<file path="src/rtl/key_led_pkg.sv">
// key_led_pkg: shared mode encoding, fast-rate divider and mode sequencing helper
package key_led_pkg;
  typedef enum logic [1:0] {
    MODE_OFF   = 2'd0,
    MODE_ALT   = 2'd1,
    MODE_BLINK = 2'd2,
    MODE_CHASE = 2'd3
  } mode_t;
  localparam int FAST_DIV = 4;
  function automatic mode_t next_mode(mode_t m);
    logic [1:0] v;
    v = m + 2'd1;
    return mode_t'(v);
  endfunction
endpackage

</file>
<file path="src/rtl/key_debounce.sv">
// key_debounce: synchronise a raw active-low key and emit one pulse per accepted press
module key_debounce #(
  parameter int DEB_MAX = 1_000_000
) (
  input  logic sys_clk,
  input  logic sys_rst,
  input  logic key_in,
  output logic press
);
  localparam int DW = $clog2(DEB_MAX);
  logic [1:0]    sync;
  logic          stable;
  logic [DW-1:0] cnt;
  logic          hit;
  // a level is accepted once it has differed from the stable value for DEB_MAX cycles
  assign hit = (sync[1] != stable) && (cnt == DW'(DEB_MAX - 1));
  // synchroniser, stability counter, and a press pulse registered alongside the 1->0 acceptance
  always_ff @(posedge sys_clk or posedge sys_rst) begin
    if (sys_rst) begin
      sync   <= 2'b11;
      stable <= 1'b1;
      cnt    <= '0;
      press  <= 1'b0;
    end else begin
      sync   <= {sync[0], key_in};
      stable <= hit ? sync[1] : stable;
      cnt    <= (sync[1] == stable || hit) ? '0 : cnt + 1'b1;
      press  <= hit & stable;
    end
  end
endmodule

</file>
<file path="src/rtl/key_led_pattern.sv">
// key_led_pattern: two debounced keys pick an LED display mode and a normal/fast step rate
module key_led_pattern
  import key_led_pkg::*;
#(
  parameter int NUM_LED  = 4,
  parameter int TICK_MAX = 25_000_000,
  parameter int DEB_MAX  = 1_000_000
) (
  input  logic               sys_clk,
  input  logic               sys_rst,
  input  logic [1:0]         key,
  output logic [NUM_LED-1:0] led,
  output logic [1:0]         mode,
  output logic               fast
);
  localparam int CW = $clog2(TICK_MAX);
  localparam int IW = $clog2(NUM_LED);
  localparam logic [CW-1:0] P_NORM = CW'(TICK_MAX - 1);
  localparam logic [CW-1:0] P_FAST = CW'(TICK_MAX / FAST_DIV - 1);
  logic               press_m, press_f, adv, tick;
  logic [CW-1:0]      cnt, cnt_nxt;
  logic               phase, phase_nxt, fast_nxt;
  logic [IW-1:0]      idx, idx_nxt;
  mode_t              state, state_nxt;
  logic [NUM_LED-1:0] even, led_nxt;
  key_debounce #(.DEB_MAX(DEB_MAX)) u_deb_mode (
    .sys_clk(sys_clk), .sys_rst(sys_rst), .key_in(key[0]), .press(press_m)
  );
  key_debounce #(.DEB_MAX(DEB_MAX)) u_deb_fast (
    .sys_clk(sys_clk), .sys_rst(sys_rst), .key_in(key[1]), .press(press_f)
  );
  assign mode = state;
  // next-state: a mode/rate change restarts the step sequence; led is decoded from next state
  always_comb begin
    even = '0;
    for (int i = 0; i < NUM_LED; i += 2) even[i] = 1'b1;
    tick      = cnt == (fast ? P_FAST : P_NORM);
    adv       = press_m | press_f;
    state_nxt = press_m ? next_mode(state) : state;
    fast_nxt  = fast ^ press_f;
    cnt_nxt   = (adv || tick) ? '0 : cnt + 1'b1;
    phase_nxt = adv ? 1'b0 : phase ^ tick;
    idx_nxt   = adv ? '0 : !tick ? idx : (idx == IW'(NUM_LED - 1)) ? '0 : idx + 1'b1;
    led_nxt   = state_nxt == MODE_ALT   ? (phase_nxt ? ~even : even) :
                state_nxt == MODE_BLINK ? {NUM_LED{~phase_nxt}} :
                state_nxt == MODE_CHASE ? NUM_LED'(1) << idx_nxt : '0;
  end
  // state register for mode, rate, step counter, pattern position and LED drive
  always_ff @(posedge sys_clk or posedge sys_rst) begin
    if (sys_rst) begin
      state <= MODE_OFF;
      fast  <= 1'b0;
      cnt   <= '0;
      phase <= 1'b0;
      idx   <= '0;
      led   <= '0;
    end else begin
      state <= state_nxt;
      fast  <= fast_nxt;
      cnt   <= cnt_nxt;
      phase <= phase_nxt;
      idx   <= idx_nxt;
      led   <= led_nxt;
    end
  end
endmodule
</file>
<file path="config.mk">
export PLATFORM = sky130hd
export DESIGN_NAME = key_led_pattern
export DESIGN_NICKNAME = d
export VERILOG_FILES = /design/src/rtl/key_led_pkg.sv /design/src/rtl/key_debounce.sv /design/src/rtl/key_led_pattern.sv
export SDC_FILE = /design/constraint.sdc
export NUM_CORES = 1
export LEC_CHECK = 0
export CAP_MARGIN = 20
export CELL_PAD_IN_SITES_DETAIL_PLACEMENT = 0
export CELL_PAD_IN_SITES_GLOBAL_PLACEMENT = 1
export CORE_UTILIZATION = 52
export DETAILED_ROUTE_END_ITERATION = 8
export PLACE_DENSITY_LB_ADDON = 0.08
export SYNTH_ARGS = -nofsm -noshare
export SYNTH_HDL_FRONTEND = slang
export SYNTH_SLANG_ARGS = --single-unit
</file>
<file path="constraint.sdc">
create_clock -name sys_clk -period 4.5 [get_ports sys_clk]
set_input_delay 0.9 -clock sys_clk [delete_from_list [all_inputs] [get_ports sys_clk]]
set_output_delay 0.9 -clock sys_clk [all_outputs]
set_load 0.005 [all_outputs]
</file>
==> results.md <==
* Mapped Avg Cell Area at 10.1 um2
* Status: complete, no violations
* Vias per inst at 5.27
* CTS tree: built
* 1st-iter DRT viols at 66
* Synth unique cells at 46
* GR Overflow Total at 0
* Setup Viol. Count Final at 0
* Maximum ir drop on the vdd rail at between 0.00015 and 0.0002 V
* Clock H-tree levels at 3
* Synthesized cell area at 3940 um2
* Drt total wl at ~6500 um
* Hold Vio Cnt, Final at 0
* Antenna Diode Count at 0
* WL/cell at 12.8 um
* Slew headroom at between 30% and 40%
* P&R area growth vs syn at 9.43%
* Primary FF master, synth: dfrtp_1
* Number of synthesized flops with an enable pin at 0
* Drc violations at 0
* Tcrit/Tclk final at 53.4%
* Top Ports at 11
* Hold Crit Class: register to register
* Minimum clock period at 2.40 ns
* Core area at 7290 um2
* Sum Neg Setup Slack at 0 ns
* CTS Hold Bufs at 0
* Post-CTS setup buffer count at 0
* Pre-CTS WS at 2.04 ns
* Die area at approximately 8000 um2
* Initial antenna violation count at 0
* Final Max Slew Viols at 0
* Pwr per Cell Area at about 300 nW/um2
* Die height at approximately 89 um
* Max cap viols at 0
* Max Fanout on Critical Path at 25
* Startpoint types: register
* Arr. time, crit path at 2.58 ns
* Clk_skew at roughly 0.01 ns
* P_leak at 1.91 nW
* Detail Placement HPWL at 4410 um
* Setup CP Type: register to register
* Slew at the pin closest to its max-slew limit at 0.962 ns
* Clk pin slew, worst setup/hold paths at around 0.080 ns
* Post_cts resized at 0
* GRT Total Usage at 18.4%
* Placer Congestion at 0.748
* Pin count of the biggest net entering global routing at just over 40
* Vias in the first global route at 2516
* Clock Sinks at 83
* Vias at 2676
* Starting density of the core at 54.0%
* Final core occ at around three fifths
* Syn_nets at 399
* Layout Nets at 412
* Warnings, synthesis at 0
* DR pass1 iterations at 4
* Crit end category: register
* Latest clock arrival within the worst-skew pair at ~0.35 ns
* CTS max path bufs at 2
* First-pass GRT wire length at 11200 um
* Post-synthesis sequential area ratio at between 50% and 60%
* Async S/R FF share, synth at 100%
* Unrepaired setup endpoints after global routing: false
* Cells after Synth at 391
* DRT antenna net count at 0
* Row cnt at 31
* Req. time, crit path at 4.68 ns
* Layout cells sized above 1 at 8.56%
* Max Freq at 416 MHz
* CTS root buf: clkbuf_8
* Die width at between 80 and 90 um
* Port Buffers at 10
* #FFs+latches synth at 83
* CTS Buf Count at 9
* Setup slack after layout at roughly 2.1 ns
==> power breakdown <==
part | internal (mW) | leakage [nW] | switching, mW
Sequential | 0.753 | 1.12 | 0.00654
Combinational | 0.00834 | 0.694 | 0.0233
Clock | 0.255 | 0.0971 | 0.254
==> Yosys cell counts, drive strengths merged (2+ instances only) <==
library cell / number / share of area [%]
nor3: 7 / 0.89
nand2b: 2 / 0.32
and2: 2 / 0.32
buf: 6 / 0.98
or3: 5 / 0.79
a21oi: 4 / 0.51
nor3b: 2 / 0.38
nor4b: 4 / 1.0
dfrtp: 77 / 49
mux2: 3 / 0.86
and3: 11 / 1.7
or4: 2 / 0.48
xor2: 42 / 9.3
nand3b: 2 / 0.38
and4: 4 / 0.95
nor2: 77 / 7.3
nand2: 37 / 3.6
nand3: 28 / 3.7
mux2i: 3 / 0.76
dfstp: 6 / 4.0
inv: 8 / 0.76
or2: 2 / 0.32
ha: 4 / 1.3
clkbuf: 4 / 0.38
and4bb: 3 / 0.95
o21ai: 6 / 0.76
nor4: 2 / 0.32
o31ai: 2 / 0.38
nand4: 10 / 1.6
xnor2: 18 / 4.0
==> final timing paths <==
path,from,slack [ns],end,cells past startpoint
setup / recovery,cnt[0],2.10,cnt[15],6
hold / removal,u_deb_mode.sync[0],0.36,u_deb_mode.sync[1],0
setup reg to reg,cnt[0],2.10,cnt[15],6
hold reg to reg,u_deb_mode.sync[0],0.36,u_deb_mode.sync[1],0
max in group asynchronous,sys_rst,2.71,u_deb_fast.stable,3
min in group asynchronous,sys_rst,0.95,u_deb_mode.cnt[4],2
==> kinds of logic after synthesis <==
kind of cell / count (synthesis) / share of synthesized area [%]
compound gates: 17 / 2.95
xor+xnor: 60 / 13.3
mux: 6 / 1.62
flops: 83 / 52.9
fa+ha+maj: 4 / 1.27
simple gates: 203 / 25.8
buf+inv: 18 / 2.13
==> final cells by class <==
class | count | area [um2]
clock buffer | 11 | 131
clock inverter | 5 | 53.8
fill | 670 | 2980
inverter | 8 | 31.3
multi-input combinational | 290 | 1770
sequential | 83 | 2080
tap | 99 | 124
timing repair buffer | 12 | 115
==> stage by stage <==
step                      cell area, um2  std cells  hold WS [ns]  power (mW)
after floorplan                     3940        391         0.345       0.795
after global placement              4130        492         0.347       0.807
after detailed placement            4130        492         0.347       0.807
after CTS                           4310        508         0.362        1.33
after global routing                4310        508         0.367        1.36
final                               4310        508         0.360        1.30
==> state kept, by name, summed over array words and instances, names as in the netlist <==
signal             flops
mode                   2
u_deb_fast.stable      1
led                    4
u_deb_fast.cnt        20
u_deb_mode.stable      1
u_deb_fast.press       1
idx                    2
u_deb_mode.press       1
u_deb_fast.sync        2
phase                  1
fast                   1
cnt                   25
u_deb_mode.sync        2
u_deb_mode.cnt        20
==> critical path, cell delays in order (launching register included) <==
cell and delay [ns]:
dfrtp_1 0.39, ha_1 0.19, and3_1 0.28, nand3_1 0.15, a211oi_4 0.32, nand2b_1 0.80
a21oi_1 0.12
==> placed cells by master (no fill, tap or decap), types with 2 or more instances in the layout <==
master / n
mux2_2: 3
mux2i_1: 3
buf_4: 2
clkinv_2: 4
nand3_1: 27
nand3b_1: 2
o31ai_1: 2
and2_1: 2
dfrtp_1: 77
xnor2_1: 18
or2_2: 2
and4bb_1: 2
nor4b_1: 3
or3_1: 5
clkbuf_1: 2
clkbuf_8: 9
and4_1: 3
nand4_1: 10
a21oi_1: 4
ha_1: 4
xor2_1: 42
nor2_1: 77
clkdlybuf4s50_1: 10
dfstp_2: 6
and3_1: 11
o21ai_0: 6
nor4_1: 2
nand2_1: 36
nor3b_1: 2
nand2b_1: 2
inv_1: 7
nor3_1: 7
==> metal layers <==
layer / vias up / track usage (%) / wire length (um)
met3: 6 / 4.43 / 125
met4: 0 / 6.20 / 70
met5: - / 0 / 0
li1: 1345 / - / -
met1: 1307 / 24.7 / 3280
met2: 18 / 29.7 / 3010
Note: power is estimated with default switching activity, not from simulation.
